$ cat src/rtl/cache_bank_router.sv
// cache_bank_router: steers execute lookups to BANK_NUM cache banks, merges bank
// results and bank misses through registered round-robin stages, tags misses
// with their bank id toward module A, routes responses back by that id, and
// throttles each bank to MAX_OUTSTANDING unanswered misses.
module cache_bank_router #(
  parameter int BANK_NUM        = 4,
  parameter int INFO_LENGTH     = 20,
  parameter int ORDER_ID        = 3,
  parameter int REGISTER_NUM    = 320,
  parameter int ROB_NUM         = 128,
  parameter int REQ_WIDTH       = 10,
  parameter int MAX_OUTSTANDING = 8,
  localparam int BW  = $clog2(BANK_NUM),
  localparam int RW  = $clog2(REGISTER_NUM),
  localparam int OW  = $clog2(ROB_NUM),
  localparam int CW  = $clog2(MAX_OUTSTANDING + 1),
  localparam int BIL = INFO_LENGTH - BW,
  localparam int BRQ = REQ_WIDTH - BW
) (
  input  logic                          clk,
  input  logic                          rst,
  // request from execute
  input  logic                          table_ex_valid_i,
  output logic                          table_ex_ready_i,
  input  logic [INFO_LENGTH-1:0]        table_ex_info_i,
  input  logic [ORDER_ID-1:0]           table_ex_id_i,
  input  logic                          table_ex_so_i,
  input  logic [RW-1:0]                 table_ex_data_entry_i,
  input  logic [OW-1:0]                 table_ex_rob_entry_i,
  // result to execute
  output logic                          table_ex_valid_o,
  input  logic                          table_ex_ready_o,
  output logic [INFO_LENGTH-1:0]        table_ex_info_o,
  output logic [ORDER_ID-1:0]           table_ex_id_o,
  output logic                          table_ex_so_o,
  output logic [RW-1:0]                 table_ex_data_entry_o,
  output logic [OW-1:0]                 table_ex_rob_entry_o,
  // miss path to module A
  output logic                          c2a_lkp_vld,
  input  logic                          a2c_lkp_rdy,
  output logic [INFO_LENGTH-1:0]        c2a_lkp_info,
  output logic [REQ_WIDTH-1:0]          c2a_lkp_req_id,
  input  logic                          a2c_lkp_rsp_vld,
  input  logic [REQ_WIDTH-1:0]          a2c_lkp_rsp_id,
  input  logic [INFO_LENGTH-1:0]        a2c_lkp_rslt,
  // bank request side
  output logic [BANK_NUM-1:0]           bk_in_valid,
  input  logic [BANK_NUM-1:0]           bk_in_ready,
  output logic [BIL-1:0]                bk_in_info,
  output logic [ORDER_ID-1:0]           bk_in_id,
  output logic                          bk_in_so,
  output logic [RW-1:0]                 bk_in_data_entry,
  output logic [OW-1:0]                 bk_in_rob_entry,
  // bank result side
  input  logic [BANK_NUM-1:0]           bk_out_valid,
  output logic [BANK_NUM-1:0]           bk_out_ready,
  input  logic [BANK_NUM*INFO_LENGTH-1:0] bk_out_info,
  input  logic [BANK_NUM*ORDER_ID-1:0]  bk_out_id,
  input  logic [BANK_NUM-1:0]           bk_out_so,
  input  logic [BANK_NUM*RW-1:0]        bk_out_data_entry,
  input  logic [BANK_NUM*OW-1:0]        bk_out_rob_entry,
  // bank miss side
  input  logic [BANK_NUM-1:0]           bk_c2a_vld,
  output logic [BANK_NUM-1:0]           bk_c2a_rdy,
  input  logic [BANK_NUM*BIL-1:0]       bk_c2a_info,
  input  logic [BANK_NUM*BRQ-1:0]       bk_c2a_req_id,
  // bank response side
  output logic [BANK_NUM-1:0]           bk_rsp_vld,
  output logic [BRQ-1:0]                bk_rsp_id,
  output logic [INFO_LENGTH-1:0]        bk_rslt,
  output logic                          rsp_err_o
);

  // Round-robin pick: search starts just after ptr and wraps; MSB flags a hit.
  function automatic logic [BW:0] rr_pick(input logic [BANK_NUM-1:0] req,
                                          input logic [BW-1:0] ptr);
    logic [BW:0]   pick;
    logic [BW-1:0] cand;
    pick = '0;
    for (int i = 1; i <= BANK_NUM; i++) begin
      cand = ptr + BW'(i);
      if (!pick[BW] && req[cand]) begin
        pick = {1'b1, cand};
      end else begin
        pick = pick;
      end
    end
    return pick;
  endfunction

  // Unpacked views of the packed per-bank buses
  logic [INFO_LENGTH-1:0] out_info_a [BANK_NUM];
  logic [ORDER_ID-1:0]    out_id_a   [BANK_NUM];
  logic [RW-1:0]          out_de_a   [BANK_NUM];
  logic [OW-1:0]          out_re_a   [BANK_NUM];
  logic [BIL-1:0]         c2a_info_a [BANK_NUM];
  logic [BRQ-1:0]         c2a_req_a  [BANK_NUM];

  for (genvar g = 0; g < BANK_NUM; g++) begin : g_unpack
    assign out_info_a[g] = bk_out_info[g*INFO_LENGTH +: INFO_LENGTH];
    assign out_id_a[g]   = bk_out_id[g*ORDER_ID +: ORDER_ID];
    assign out_de_a[g]   = bk_out_data_entry[g*RW +: RW];
    assign out_re_a[g]   = bk_out_rob_entry[g*OW +: OW];
    assign c2a_info_a[g] = bk_c2a_info[g*BIL +: BIL];
    assign c2a_req_a[g]  = bk_c2a_req_id[g*BRQ +: BRQ];
  end

  // ---------------- request steering (combinational) ----------------
  logic [BW-1:0] sel_s;
  assign sel_s = table_ex_info_i[BW-1:0];

  // Route the request valid to the selected bank only
  always_comb begin
    bk_in_valid        = '0;
    bk_in_valid[sel_s] = table_ex_valid_i;
  end

  assign table_ex_ready_i = bk_in_ready[sel_s];
  assign bk_in_info       = table_ex_info_i[INFO_LENGTH-1:BW];
  assign bk_in_id         = table_ex_id_i;
  assign bk_in_so         = table_ex_so_i;
  assign bk_in_data_entry = table_ex_data_entry_i;
  assign bk_in_rob_entry  = table_ex_rob_entry_i;

  // ---------------- result merge ----------------
  logic                   res_valid_q, res_valid_d;
  logic [INFO_LENGTH-1:0] res_info_q, res_info_d;
  logic [ORDER_ID-1:0]    res_id_q, res_id_d;
  logic                   res_so_q, res_so_d;
  logic [RW-1:0]          res_de_q, res_de_d;
  logic [OW-1:0]          res_re_q, res_re_d;
  logic [BW-1:0]          res_ptr_q, res_ptr_d;
  logic                   res_load_s, res_gnt_s;
  logic [BW:0]            res_pick_s;
  logic [BW-1:0]          res_idx_s;

  assign res_load_s = !res_valid_q || table_ex_ready_o;
  assign res_pick_s = rr_pick(bk_out_valid, res_ptr_q);
  assign res_gnt_s  = res_load_s && res_pick_s[BW];
  assign res_idx_s  = res_pick_s[BW-1:0];

  // One-hot ready back to the granted result bank
  always_comb begin
    bk_out_ready = '0;
    if (res_gnt_s) begin
      bk_out_ready[res_idx_s] = 1'b1;
    end else begin
      bk_out_ready = '0;
    end
  end

  // Result register next state: capture on grant, drain when consumed
  always_comb begin
    res_valid_d = res_valid_q;
    res_info_d  = res_info_q;
    res_id_d    = res_id_q;
    res_so_d    = res_so_q;
    res_de_d    = res_de_q;
    res_re_d    = res_re_q;
    res_ptr_d   = res_ptr_q;
    if (res_gnt_s) begin
      res_valid_d = 1'b1;
      res_info_d  = out_info_a[res_idx_s];
      res_id_d    = out_id_a[res_idx_s];
      res_so_d    = bk_out_so[res_idx_s];
      res_de_d    = out_de_a[res_idx_s];
      res_re_d    = out_re_a[res_idx_s];
      res_ptr_d   = res_idx_s;
    end else if (table_ex_ready_o) begin
      res_valid_d = 1'b0;
    end else begin
      res_valid_d = res_valid_q;
    end
  end

  // Result register state; pointer resets to the last bank so bank 0 wins first
  always_ff @(posedge clk) begin
    if (rst) begin
      res_valid_q <= 1'b0;
      res_info_q  <= '0;
      res_id_q    <= '0;
      res_so_q    <= 1'b0;
      res_de_q    <= '0;
      res_re_q    <= '0;
      res_ptr_q   <= {BW{1'b1}};
    end else begin
      res_valid_q <= res_valid_d;
      res_info_q  <= res_info_d;
      res_id_q    <= res_id_d;
      res_so_q    <= res_so_d;
      res_de_q    <= res_de_d;
      res_re_q    <= res_re_d;
      res_ptr_q   <= res_ptr_d;
    end
  end

  assign table_ex_valid_o      = res_valid_q;
  assign table_ex_info_o       = res_info_q;
  assign table_ex_id_o         = res_id_q;
  assign table_ex_so_o         = res_so_q;
  assign table_ex_data_entry_o = res_de_q;
  assign table_ex_rob_entry_o  = res_re_q;

  // ---------------- miss merge toward module A ----------------
  logic [CW-1:0]          cnt_q [BANK_NUM];
  logic [CW-1:0]          cnt_d [BANK_NUM];
  logic                   err_q, err_d;
  logic                   c2a_vld_q, c2a_vld_d;
  logic [INFO_LENGTH-1:0] c2a_info_q, c2a_info_d;
  logic [REQ_WIDTH-1:0]   c2a_req_q, c2a_req_d;
  logic [BW-1:0]          c2a_ptr_q, c2a_ptr_d;
  logic [BANK_NUM-1:0]    c2a_elig_s, inc_s, dec_s;
  logic                   c2a_load_s, c2a_gnt_s;
  logic [BW:0]            c2a_pick_s;
  logic [BW-1:0]          c2a_idx_s;

  for (genvar g = 0; g < BANK_NUM; g++) begin : g_bank
    // a bank at its outstanding limit is simply not offered to the arbiter
    assign c2a_elig_s[g] = bk_c2a_vld[g] && (cnt_q[g] < CW'(MAX_OUTSTANDING));
    assign inc_s[g]      = c2a_gnt_s && (c2a_idx_s == BW'(g));
    assign dec_s[g]      = a2c_lkp_rsp_vld && (a2c_lkp_rsp_id[BW-1:0] == BW'(g));
  end

  assign c2a_load_s = !c2a_vld_q || a2c_lkp_rdy;
  assign c2a_pick_s = rr_pick(c2a_elig_s, c2a_ptr_q);
  assign c2a_gnt_s  = c2a_load_s && c2a_pick_s[BW];
  assign c2a_idx_s  = c2a_pick_s[BW-1:0];
  assign bk_c2a_rdy = inc_s;

  // Miss register next state: capture with bank id appended to info and req_id
  always_comb begin
    c2a_vld_d  = c2a_vld_q;
    c2a_info_d = c2a_info_q;
    c2a_req_d  = c2a_req_q;
    c2a_ptr_d  = c2a_ptr_q;
    if (c2a_gnt_s) begin
      c2a_vld_d  = 1'b1;
      c2a_info_d = {c2a_info_a[c2a_idx_s], c2a_idx_s};
      c2a_req_d  = {c2a_req_a[c2a_idx_s], c2a_idx_s};
      c2a_ptr_d  = c2a_idx_s;
    end else if (a2c_lkp_rdy) begin
      c2a_vld_d = 1'b0;
    end else begin
      c2a_vld_d = c2a_vld_q;
    end
  end

  // Outstanding counters: a same-cycle issue and response cancel out;
  // a response to an idle bank leaves it at zero and flags a sticky error
  always_comb begin
    cnt_d = cnt_q;
    err_d = err_q;
    for (int b = 0; b < BANK_NUM; b++) begin
      if (inc_s[b] && !dec_s[b]) begin
        cnt_d[b] = cnt_q[b] + CW'(1);
      end else if (dec_s[b] && !inc_s[b]) begin
        if (cnt_q[b] == CW'(0)) begin
          err_d = 1'b1;
        end else begin
          cnt_d[b] = cnt_q[b] - CW'(1);
        end
      end else begin
        cnt_d[b] = cnt_q[b];
      end
    end
  end

  // Miss register, counters and error flag state
  always_ff @(posedge clk) begin
    if (rst) begin
      c2a_vld_q  <= 1'b0;
      c2a_info_q <= '0;
      c2a_req_q  <= '0;
      c2a_ptr_q  <= {BW{1'b1}};
      err_q      <= 1'b0;
      for (int b = 0; b < BANK_NUM; b++) begin
        cnt_q[b] <= '0;
      end
    end else begin
      c2a_vld_q  <= c2a_vld_d;
      c2a_info_q <= c2a_info_d;
      c2a_req_q  <= c2a_req_d;
      c2a_ptr_q  <= c2a_ptr_d;
      err_q      <= err_d;
      for (int b = 0; b < BANK_NUM; b++) begin
        cnt_q[b] <= cnt_d[b];
      end
    end
  end

  assign c2a_lkp_vld    = c2a_vld_q;
  assign c2a_lkp_info   = c2a_info_q;
  assign c2a_lkp_req_id = c2a_req_q;
  assign rsp_err_o      = err_q;

  // ---------------- response demux (combinational) ----------------
  assign bk_rsp_vld = dec_s;
  assign bk_rsp_id  = a2c_lkp_rsp_id[REQ_WIDTH-1:BW];
  assign bk_rslt    = a2c_lkp_rslt;

endmodule

$ cat config.mk
export PLATFORM = sky130hd
export DESIGN_NAME = cache_bank_router
export DESIGN_NICKNAME = d
export VERILOG_FILES = /design/src/rtl/cache_bank_router.sv
export SDC_FILE = /design/constraint.sdc
export NUM_CORES = 1
export LEC_CHECK = 0
export CAP_MARGIN = 20
export CORE_AREA = 8 8 193 195
export CTS_BUF_LIST = sky130_fd_sc_hd__clkbuf_16
export CTS_CLUSTER_SIZE = 28
export DETAILED_ROUTE_END_ITERATION = 7
export DIE_AREA = 0 0 201 203
export SLEW_MARGIN = 20
export SYNTH_ARGS = -nofsm -noshare
export SYNTH_HDL_FRONTEND = slang
export SYNTH_SLANG_ARGS = --single-unit
$ cat constraint.sdc
create_clock -name clk -period 7.36 [get_ports clk]
set_clock_uncertainty 0.15 [all_clocks]
set_input_delay 0.736 -clock clk [delete_from_list [all_inputs] [get_ports clk]]
set_output_delay 0.736 -clock clk [all_outputs]
set_load 0.02 [all_outputs]
==> impl_summary.md <==
Worst setup path
The signal on the critical path passes through clkdlybuf4s50_1, nand2b_1, o21ai_1, a211oi_4, buf_4, nor3b_1, clkdlybuf4s50_1. Data on the critical path is required at its endpoint by 6470 ps. The biggest cell delay along the critical path is roughly 850 ps. The total stage count of the critical path is 7. The critical path is of the input port to output port type. The category of the worst setup path capture point is an output port. The highest-delay cell along the critical path is sky130_fd_sc_hd__a211oi_4. On the critical path the largest part of the delay comes from buffers and inverters. The most repeated library cell on the critical path is sky130_fd_sc_hd__clkdlybuf4s50_1. The element type at the critical path start is an input port. The depth of the worst register-to-register path is 13. The buffers plus inverters on the worst setup path is 3. For the worst setup path, the data arrival time is between 3000 and 4000 ps.

The maximum fanout encountered on the critical timing path is 16.

Global route
The number of antenna violations at the first check in global routing is 0. In the global route stage, overall resource usage came out at 0.1356. The first global-routing pass estimated approximately 44 mm of wire. For this run the aggregate overflow at the end of global routing stands at 0. The pin count of the biggest net entering global routing is 85. The number of global-route vias before repair was between 7000 and 8000.

Run status
The run finished with clean final reports.

Layout
Summing all multi-input logic gate instances after layout gives between 4000 and 5000 sq um. Of the cells placed in the final design, the portion with a size suffix greater than 1 is 0.09065. The layout has between 3000 and 4000 filler cells.

0 antenna diodes ended up in the layout. The signed area change from the synthesized netlist to the final layout is 55.92%. After the last flow step, the layout net total stands at 1437. In the final layout, flip-flops and latches occupy 1822 sq um.

Logic synthesis
The cell count after synthesis is 795. The post-synthesis cell type count is 54. Among all flip-flop cells after synthesis, the most frequent one is sky130_fd_sc_hd__dfxtp_1.

Synthesis produced a netlist with a net count of between 1000 and 1500. The register bit count reported by yosys is 91. The mean instance size in the synthesized netlist is 8.872 sq um.

Counting flops with an async set or reset pin after synthesis yields a share of 0. The share of the yosys chip area belonging to registers is 0.2583. The synthesized cell area is 7053 sq um. For this run, the number of Yosys warnings is 0. Yosys mapped a number of flops with a built-in enable equal to 0.

Timing
The total count of hold-check failures in the final report is 0. Setup violations remaining at the end of the flow were counted as 0. The final count of pins violating max slew is 0. At the pin with the least slew margin, the transition time is 1054 ps. For the finished layout, the period the worst path requires is about 4500 ps.

The relative slew slack is 0.2953. Dividing the final minimum period by the clock period gives 0.6133. Final hold analysis gives a worst-case slack of 327.5 ps. Derived from the worst setup path, the maximum achievable clock frequency is 0.2215 GHz. Summed over all failing endpoints, the final setup total negative slack is 0 ps. Setup repair after global routing left no endpoint under its margin.

CTS
The root cell of the clock tree is sky130_fd_sc_hd__clkbuf_16. The H-tree was split into 3 levels. The number of CTS-inserted buffers is 9. TritonCTS built the clock tree. The hold buffer count at CTS is 0. Counting along the longest clock path gives a buffer depth of 2. The clock reaches the later pin of the worst-skew pair after around 370 ps. For this design, the sink count on the clock tree is 91. After clock tree synthesis, the setup repair step added 0 buffers.

The post-cts sizing count is 0. Clock-pin slew was measured on the worst setup and hold paths at roughly 70 ps.

Routing
The final routed DRC violation total is 0. The routed via count is ~7000. The final antenna-violating net count is 0.

The first-pass detailed-route iteration total is 4. For this block, the initial DRC count from the detailed router was approximately 340. The routed length per placed instance is about 19 um. The total length of routed wires is 28.95 mm. In the routed layout, each cell is associated on average with a via count of 4.512.

Placed design
At the end of routability-driven placement, the weighted congestion stood at 0.7506. Buffers placed on the I/O ports in this run total 375. The post-DP HPWL is 23.01 mm.

Pwr
The worst-case IR drop observed on VDD is approximately 0.14 mV. Summed over all cells, the static leakage comes to about 4.2 nW. The total design power is between 2 and 3 mW. In this run the power density over the cells is about 250 nW/um^2.

Floorplan
The area of the die is roughly 40000 sq um. In this run the vertical extent of the chip is 203 um. Row generation in the floorplan step produced 68 rows. The core footprint is 34120 sq um. The total I/O pin count is slightly above 500. The starting utilization of the core area is 0.2067.

The floorplan die width is 201 um.

Min path
The cell depth of the worst hold path is 2. The type of the most critical hold path is flip-flop to flip-flop.

Flow run
The number of max-cap violations is 0.
[per-layer routing]
layer,vias up,share of wire,GRT usage,wire [um]
met5,-,0,0,0
met4,0,0.016,0.04442,456
met3,37,0.065,0.04080,1882
met2,226,0.49,0.2323,14330
met1,3238,0.42,0.1598,12290
li1,3380,-,-,-
[cell usage after synthesis, types with 2 or more instances]
cell                          n  area share
sky130_fd_sc_hd__buf_8        3      0.0064
sky130_fd_sc_hd__a21o_1       5      0.0053
sky130_fd_sc_hd__nor3_1       7      0.0050
sky130_fd_sc_hd__or2_2        6      0.0053
sky130_fd_sc_hd__and3b_1      2      0.0025
sky130_fd_sc_hd__o21ai_1     31       0.022
sky130_fd_sc_hd__nand2b_1     8      0.0071
sky130_fd_sc_hd__mux2i_1    107        0.15
sky130_fd_sc_hd__nor3b_1      5      0.0053
sky130_fd_sc_hd__nand3_1      3      0.0021
sky130_fd_sc_hd__or4_1        5      0.0053
sky130_fd_sc_hd__clkbuf_1    39       0.021
sky130_fd_sc_hd__buf_12       3      0.0085
sky130_fd_sc_hd__a31oi_1     28       0.025
sky130_fd_sc_hd__ha_1        16       0.028
sky130_fd_sc_hd__a21oi_1     22       0.016
sky130_fd_sc_hd__a211o_1      2      0.0025
sky130_fd_sc_hd__mux2_2      40       0.064
sky130_fd_sc_hd__and3_1       3      0.0027
sky130_fd_sc_hd__buf_4       69       0.073
sky130_fd_sc_hd__o21bai_1     2      0.0021
sky130_fd_sc_hd__nand4_1      2      0.0018
sky130_fd_sc_hd__fa_1         4       0.011
sky130_fd_sc_hd__xnor2_1      8      0.0099
sky130_fd_sc_hd__dfxtp_1     91        0.26
sky130_fd_sc_hd__nor2_1      29       0.015
sky130_fd_sc_hd__nor2b_1      2      0.0018
sky130_fd_sc_hd__o21ai_0      4      0.0028
sky130_fd_sc_hd__nor2b_2      2      0.0025
sky130_fd_sc_hd__and4_1      26       0.032
sky130_fd_sc_hd__o21ai_2     11       0.014
sky130_fd_sc_hd__or3_1        3      0.0027
sky130_fd_sc_hd__o2111ai_1   26       0.032
sky130_fd_sc_hd__o211ai_1    27       0.029
sky130_fd_sc_hd__nand3b_1    40       0.043
sky130_fd_sc_hd__nand2_1     44       0.023
sky130_fd_sc_hd__buf_2       13      0.0092
sky130_fd_sc_hd__a211oi_1     4      0.0043
sky130_fd_sc_hd__inv_1       38       0.020
[registers in the layout, indices dropped and copies added (netlist names)]
register               cells
c2a_lkp_info              20
table_ex_info_o           20
cnt_q                     16
table_ex_data_entry_o      9
c2a_lkp_req_id             8
table_ex_rob_entry_o       7
table_ex_id_o              3
c2a_ptr_q                  2
res_ptr_q                  2
c2a_lkp_vld                1
rsp_err_o                  1
table_ex_so_o              1
table_ex_valid_o           1
[power by group]
group          internal [mW]  switching (mW)
Sequential             0.623           0.105
Combinational          0.734           0.777
Clock                  0.297           0.220
Total                   1.65            1.10
[worst reg2reg max path: cells and delay by family (launching register included)]
family	cells	cell delay (ps)
adder cells (fa/ha/maj)	2	520
buffers and inverters	2	440
flip-flops	1	450
XOR/XNOR	1	90
AO/OA/AOI/OAI	4	1300
AND/OR/NAND/NOR	4	910
[layout make-up]
cell class | instances | share of cell area
tap | 455 | 0.05177
clock buffer | 9 | 0.02048
inverter | 38 | 0.01297
sequential | 91 | 0.1657
clock inverter | 7 | 0.008306
multi-input combinational | 538 | 0.3903
timing repair buffer | 387 | 0.3506
[logic make-up (layout without fill, tap and decap cells)]
logic type / Yosys count / count (layout) / share of synthesized area
XOR/XNOR: 8 / 8 / 0.009935
flip-flops: 91 / 91 / 0.2583
adder cells (fa/ha/maj): 20 / 20 / 0.03974
AO/OA/AOI/OAI: 172 / 172 / 0.1723
buffers and inverters: 166 / 441 / 0.1401
multiplexers: 148 / 148 / 0.2189
AND/OR/NAND/NOR: 190 / 190 / 0.1607
[worst paths after layout]
kind | startpoint | to | slack [ps]
setup / recovery | bk_out_valid[3] | bk_out_ready[0] | 2850
hold / removal | table_ex_info_o[16] | table_ex_info_o[16] | 330
setup reg to reg | cnt_q[3] | cnt_q[15] | 3430
hold reg to reg | table_ex_info_o[16] | table_ex_info_o[16] | 330
[metrics by stage]
step | std cells | instance area (sq um) | util | setup WS [ps]
floorplan | 795 | 7053 | - | 3665
global placement | 1508 | 10670 | 0.3127 | 2823
detailed placement | 1509 | 10680 | 0.3130 | 2711
CTS | 1525 | 11000 | 0.3223 | 2753
global route | 1525 | 11000 | 0.3223 | 2597
finish | 1525 | 11000 | 0.3223 | 2846
[cells in the final DEF, fill, tap and decap left out, types with 5 or more instances in the layout]
| master | netlist | routed |
|---|---|---|
| sky130_fd_sc_hd__nor3b_1 | 5 | 5 |
| sky130_fd_sc_hd__nand2b_1 | 8 | 8 |
| sky130_fd_sc_hd__a31oi_1 | 28 | 28 |
| sky130_fd_sc_hd__buf_4 | 69 | 10 |
| sky130_fd_sc_hd__o21ai_1 | 31 | 30 |
| sky130_fd_sc_hd__clkbuf_16 | 0 | 9 |
| sky130_fd_sc_hd__xnor2_1 | 8 | 8 |
| sky130_fd_sc_hd__a21o_1 | 5 | 5 |
| sky130_fd_sc_hd__or4_1 | 5 | 5 |
| sky130_fd_sc_hd__mux2i_1 | 107 | 107 |
| sky130_fd_sc_hd__nor2_1 | 29 | 28 |
| sky130_fd_sc_hd__clkdlybuf4s50_1 | 0 | 374 |
| sky130_fd_sc_hd__dfxtp_1 | 91 | 91 |
| sky130_fd_sc_hd__ha_1 | 16 | 16 |
| sky130_fd_sc_hd__nand3b_1 | 40 | 40 |
| sky130_fd_sc_hd__o211ai_1 | 27 | 27 |
| sky130_fd_sc_hd__mux2_2 | 40 | 40 |
| sky130_fd_sc_hd__a21oi_1 | 22 | 22 |
| sky130_fd_sc_hd__nor3_1 | 7 | 7 |
| sky130_fd_sc_hd__and4_1 | 26 | 26 |
| sky130_fd_sc_hd__o21ai_2 | 11 | 12 |
| sky130_fd_sc_hd__or2_2 | 6 | 6 |
| sky130_fd_sc_hd__o2111ai_1 | 26 | 26 |
| sky130_fd_sc_hd__nand2_1 | 44 | 44 |
| sky130_fd_sc_hd__inv_1 | 38 | 38 |
Power figures use the tool's default switching activity.
==> RTL change 1 (same flow settings) <==
`res_info_q`, `res_de_q` and `res_re_q` no longer have a reset.
--- a/src/rtl/cache_bank_router.sv
+++ b/src/rtl/cache_bank_router.sv
@@ -177,21 +177,21 @@
   always_ff @(posedge clk) begin
     if (rst) begin
       res_valid_q <= 1'b0;
-      res_info_q  <= '0;
       res_id_q    <= '0;
       res_so_q    <= 1'b0;
-      res_de_q    <= '0;
-      res_re_q    <= '0;
       res_ptr_q   <= {BW{1'b1}};
     end else begin
       res_valid_q <= res_valid_d;
-      res_info_q  <= res_info_d;
       res_id_q    <= res_id_d;
       res_so_q    <= res_so_d;
-      res_de_q    <= res_de_d;
-      res_re_q    <= res_re_d;
       res_ptr_q   <= res_ptr_d;
     end
+  end
+
+  always_ff @(posedge clk) begin
+    res_info_q <= res_info_d;
+    res_de_q   <= res_de_d;
+    res_re_q   <= res_re_d;
   end
 
   assign table_ex_valid_o      = res_valid_q;
Formal check against the unedited RTL: not equivalent (Yosys sat finds a counterexample within 4 cycles, from zero or initial values and one cycle with rst high).
==> RTL change 1 against the original RTL <==
  * Power down 0.14%
  * Critical path type unchanged
  * Setup slack better by 50 ps
  * Wire length down 6.1%
  * Critical endpoint is now bk_c2a_rdy[3]
  * Global-route usage down 0.80 points
  * Synthesized area down 2.4%
  * Design area down 1.2%
  * Sequential cell count unchanged
==> RTL change 1: results (changes against the original RTL) <==
The run finished with clean final reports. The largest incremental delay on the critical path is 620 ps (-230 ps). In the synthesized netlist the dominant register cell turns out to be sky130_fd_sc_hd__dfxtp_1. The layout cell share with drive strength beyond 1 is 0.06474 (-0.02591). The post-cts repair resize count came to 0 (unchanged).

The met1 usage in global routing was 0.1511 (-0.008729). The post-place instance area was 10570 sq um (-1.0%). The total placed cells including tap cells is 1443 (-4.4%). The buffer count from post-CTS setup fixing is 0 (unchanged). Grouping stages by cell kind, the critical path spends the most delay in buffers and inverters.

The number of warnings reported in the yosys synthesis log came out at 0 (unchanged). The post-synthesis mux area share was 0.2011 (-0.01782). The pin count of the biggest net entering global routing was 64 (-25%). The global-route wire length before repair was 40860 microns (-6.4%). The complex-gate fraction of the synthesized area is 0.1751 (+0.002836). The detailed router's first-iteration violation count came out at 196 (-42%).

The overall track demand over capacity in global routing was 0.1276 (-0.008044). The total inserted antenna cells came to 0 (unchanged). The maximum clock path buffer count is 2 (unchanged).

The critical path's slowest cell is sky130_fd_sc_hd__clkdlybuf4s50_1. The actual slew at the worst max-slew pin is 1001 ps (-53.40 ps). The global routing usage on met2 is 0.2079 (-0.02446). The half-perimeter wire length of the detailed placement result was 22200 microns (-3.5%). The worst slack after detailed placement is 2655 ps (-56.51 ps). The leakage power of the design came out at 4.225 nW (+1.6%).

The average wire per standard cell is 18.63 microns (-1.8%). The arrival time at the worst endpoint is 3580 ps (-50 ps). The xor and xnor fraction of the mapped netlist area came to 0.01018 (+0.0002475). The placer's final routability congestion estimate is 0.7811 (+4.1%). The clock transition at the registers of the reported paths came to 70 ps (about the same). Sorting the synthesized cells by area gives the leading types as sky130_fd_sc_hd__mux2i_1, sky130_fd_sc_hd__dfxtp_1, sky130_fd_sc_hd__edfxtp_1.

The number of cells produced by synthesis is 718 (-9.7%). The min-delay analysis places its worst path in the category flop to flop. By count the netlist is led by sky130_fd_sc_hd__mux2i_1, sky130_fd_sc_hd__buf_4, sky130_fd_sc_hd__dfxtp_1, sky130_fd_sc_hd__nand2_1, sky130_fd_sc_hd__inv_1.

The distinct cell type count after synthesis is 52 (-3.7%). The adder-cell share of the synthesized area is 0.04073 (+0.0009898). The root buffer cell is sky130_fd_sc_hd__clkbuf_16.

The detailed-route vias per instance is 4.491 (-0.46%). The largest driver fanout on the critical path is 54 (+38). The post-synth net total was 1090 (-6.6%). The register area share after synthesis came to 0.3171 (+0.05880). The number of antenna violations at the first check in global routing came out at 0 (unchanged). The clock buffer count from CTS came out at 9 (unchanged).

The number of global-route vias before repair is 6838 (-5.7%). The insertion delay of the later-clocked pin in the worst-skew pair came out at 360 ps. The final net count is 1371 (-4.6%). The count of input and output buffers came out at 375 (unchanged).

The switching portion of total power is 0.3983 (-0.001439). The met3 track demand over resource in global routing came out at 0.05355 (+0.01275). The length of the first detailed-routing pass in iterations came out at 4 (unchanged). The share of async-settable or async-resettable flops after synthesis is 0 (unchanged). The highest ir drop seen on vdd was 105.9 uV (-25%). The count of flip-flops with a built-in enable after synthesis is 36 (+36). The detailed-route via count came out at 6553 (-4.8%).

The level count of the clock H-tree came to 3 (unchanged).
-- RTL change 1: tightest hold or removal path: stages (launching register included) --
cell	delay (ps)
sky130_fd_sc_hd__dfxtp_1	330
sky130_fd_sc_hd__nand2_1	60
sky130_fd_sc_hd__o211ai_2	60
-- RTL change 1: cell type report --
type / count / area, sq um
clock inverters: 7 / 68.82
fillers: 3490 / 23250
well taps: 455 / 569.3
multi-input cells: 469 / 3816
inverters: 39 / 146.4
clock buffers: 9 / 225.2
repair buffers: 389 / 3859
flip-flops and latches: 91 / 2182
-- RTL change 1: power groups by stage --
stage	logic, mW	registers, mW	clock network, mW
floorplan	0.852	0.890	0
global placement	1.48	0.780	0
detailed placement	1.51	0.785	0
CTS	1.51	0.775	0.506
global route	1.63	0.793	0.523
finish	1.50	0.773	0.482
-- RTL change 1: layer usage --
layer | wire length (microns) | share of wire
met5 | 0 | 0
met4 | 528 | 0.019
met1 | 11590 | 0.43
met3 | 2452 | 0.090
met2 | 12620 | 0.46
-- RTL change 1: final timing paths --
| path | startpoint | to | slack [ps] | depth (start not counted) |
|---|---|---|---|---|
| worst max-delay path | bk_c2a_vld[3] | bk_c2a_rdy[3] | 2900 | 9 |
| worst min register to register | c2a_lkp_info[6] | c2a_lkp_info[6] | 330 | 2 |
| worst min-delay path | c2a_lkp_info[6] | c2a_lkp_info[6] | 330 | 2 |
| worst max register to register | c2a_ptr_q[1] | cnt_q[3] | 3480 | 15 |
-- RTL change 1: cell families after synthesis --
| family | Yosys count |
|---|---|
| adder cells (fa/ha/maj) | 20 |
| AO/OA/AOI/OAI | 153 |
| flip-flops | 91 |
| XOR/XNOR | 8 |
| multiplexers | 137 |
| buffers and inverters | 158 |
| AND/OR/NAND/NOR | 151 |
==> RTL change 2 (config.mk and constraints unchanged) <==
Made on the original files. `ROB_NUM`: 128 -> 64.
--- a/src/rtl/cache_bank_router.sv
+++ b/src/rtl/cache_bank_router.sv
@@ -7,7 +7,7 @@
   parameter int INFO_LENGTH     = 20,
   parameter int ORDER_ID        = 3,
   parameter int REGISTER_NUM    = 320,
-  parameter int ROB_NUM         = 128,
+  parameter int ROB_NUM         = 64,
   parameter int REQ_WIDTH       = 10,
   parameter int MAX_OUTSTANDING = 8,
   localparam int BW  = $clog2(BANK_NUM),
Interface: changed (resized bk_in_rob_entry, bk_out_rob_entry, table_ex_rob_entry_i and table_ex_rob_entry_o); port bits go from 508 to 501. The function was not compared with the original's and may differ.
==> RTL change 2 against the original RTL <==
  * Power shrank 3.7%
  * Critical path type unchanged
  * Synthesized area down 6.1%
  * First-iteration DRC count decreased by 15%
  * Design area decreased by 4.4%
  * Sequential cell count decreased by 1
  * Sequential share of layout area is 0.58 points higher
  * Setup slack got worse by 52 ps
  * Wire length is 0.90% higher
  * Critical endpoint is now bk_c2a_rdy[0]
==> RTL change 2: results (changes against the original RTL) <==
The final worst hold slack is 307.5 ps (-19.99 ps). The register area share after synthesis came out at 0.2722 (+0.01387). The number of global-route vias before repair was 7245 (-0.11%). The peak clock frequency supported by timing came out at 0.2190 GHz (-1.1%). The half-perimeter wire length of the detailed placement result is 23620 microns (+2.7%). On the critical path, the stage with the largest delay is an instance of sky130_fd_sc_hd__and2_2. The commonest cells after synthesis are sky130_fd_sc_hd__and3_1, sky130_fd_sc_hd__dfxtp_1, sky130_fd_sc_hd__nand2_1, sky130_fd_sc_hd__a211oi_1, sky130_fd_sc_hd__buf_4. The highest ir drop seen on vdd came out at 139.3 uV (-1.6%). The detailed-route via count is 6991 (+1.6%). The detailed router's first-iteration violation count came to 286 (-15%). Following the worst setup path forward leads to its endpoint at bk_c2a_rdy[0]. The placer's final routability congestion estimate is 0.7908 (+5.4%).

The register-to-register setup slack came out at 3210 ps (-220 ps). The overall track demand over capacity in global routing was 0.1377 (+0.002129). The post-place instance area is 10200 sq um (-4.5%). The post-synthesis mux area share is 0.04574 (-0.1732).

The distinct cell type count after synthesis came to 48 (-11%). The adder-cell share of the synthesized area came out at 0.04234 (+0.002599). The pin count of the biggest net entering global routing is 81 (-4.7%).

The largest driver fanout on the critical path came out at 54 (+38). The xor and xnor fraction of the mapped netlist area is 0.01058 (+0.0006496). The final net count came to 1432 (-0.35%). The detailed-routed wire length on met3 came to 2773 microns (+47%). The actual slew at the worst max-slew pin is 973.6 ps (-80.69 ps). The global-route wire length before repair came to 44160 microns (+1.2%). The worst register-to-register path begins at cnt_q[15]. The routed length on met2 is 13920 microns (-2.9%).

The worst slack after detailed placement came out at 2443 ps (-268.4 ps). The flow ran to the end, and the final reports show no timing, DRC or antenna violations. The arrival time at the worst endpoint is 3680 ps (+50 ps).

The leakage power of the design came out at 4.062 nW (-2.3%). The insertion delay of the later-clocked pin in the worst-skew pair is 350 ps (-20 ps). The critical path starts at bk_c2a_vld[0].
==> RTL change 2: cell types whose count changed after synthesis, sizes merged, moves of 36 or more <==
cell	change
and3	+102
mux2i	-79
a211oi	+75
nand2	+46
mux2	-40
nand3b	-39
o31ai	+39
o21ai	-36
==> RTL change 2: final cells by class <==
class	count	share of cell area
repair buffers	382	0.3610
well taps	455	0.05418
clock inverters	7	0.007859
clock buffers	9	0.02143
flip-flops and latches	90	0.1715
inverters	10	0.003572
multi-input cells	572	0.3804
==> RTL change 2: report_power, final <==
part	switching [mW]	leakage [nW]	total, mW	internal [mW]
registers	0.0959	0.744	0.714	0.618
logic	0.758	3.17	1.43	0.676
clock network	0.235	0.150	0.506	0.271
==> RTL change 2: layer usage <==
| layer | GRT usage | vias to the layer above |
|---|---|---|
| met5 | 0 | - |
| met4 | 0.04468 | 0 |
| met3 | 0.05371 | 29 |
| met2 | 0.2332 | 347 |
| met1 | 0.1573 | 3178 |
| li1 | - | 3437 |
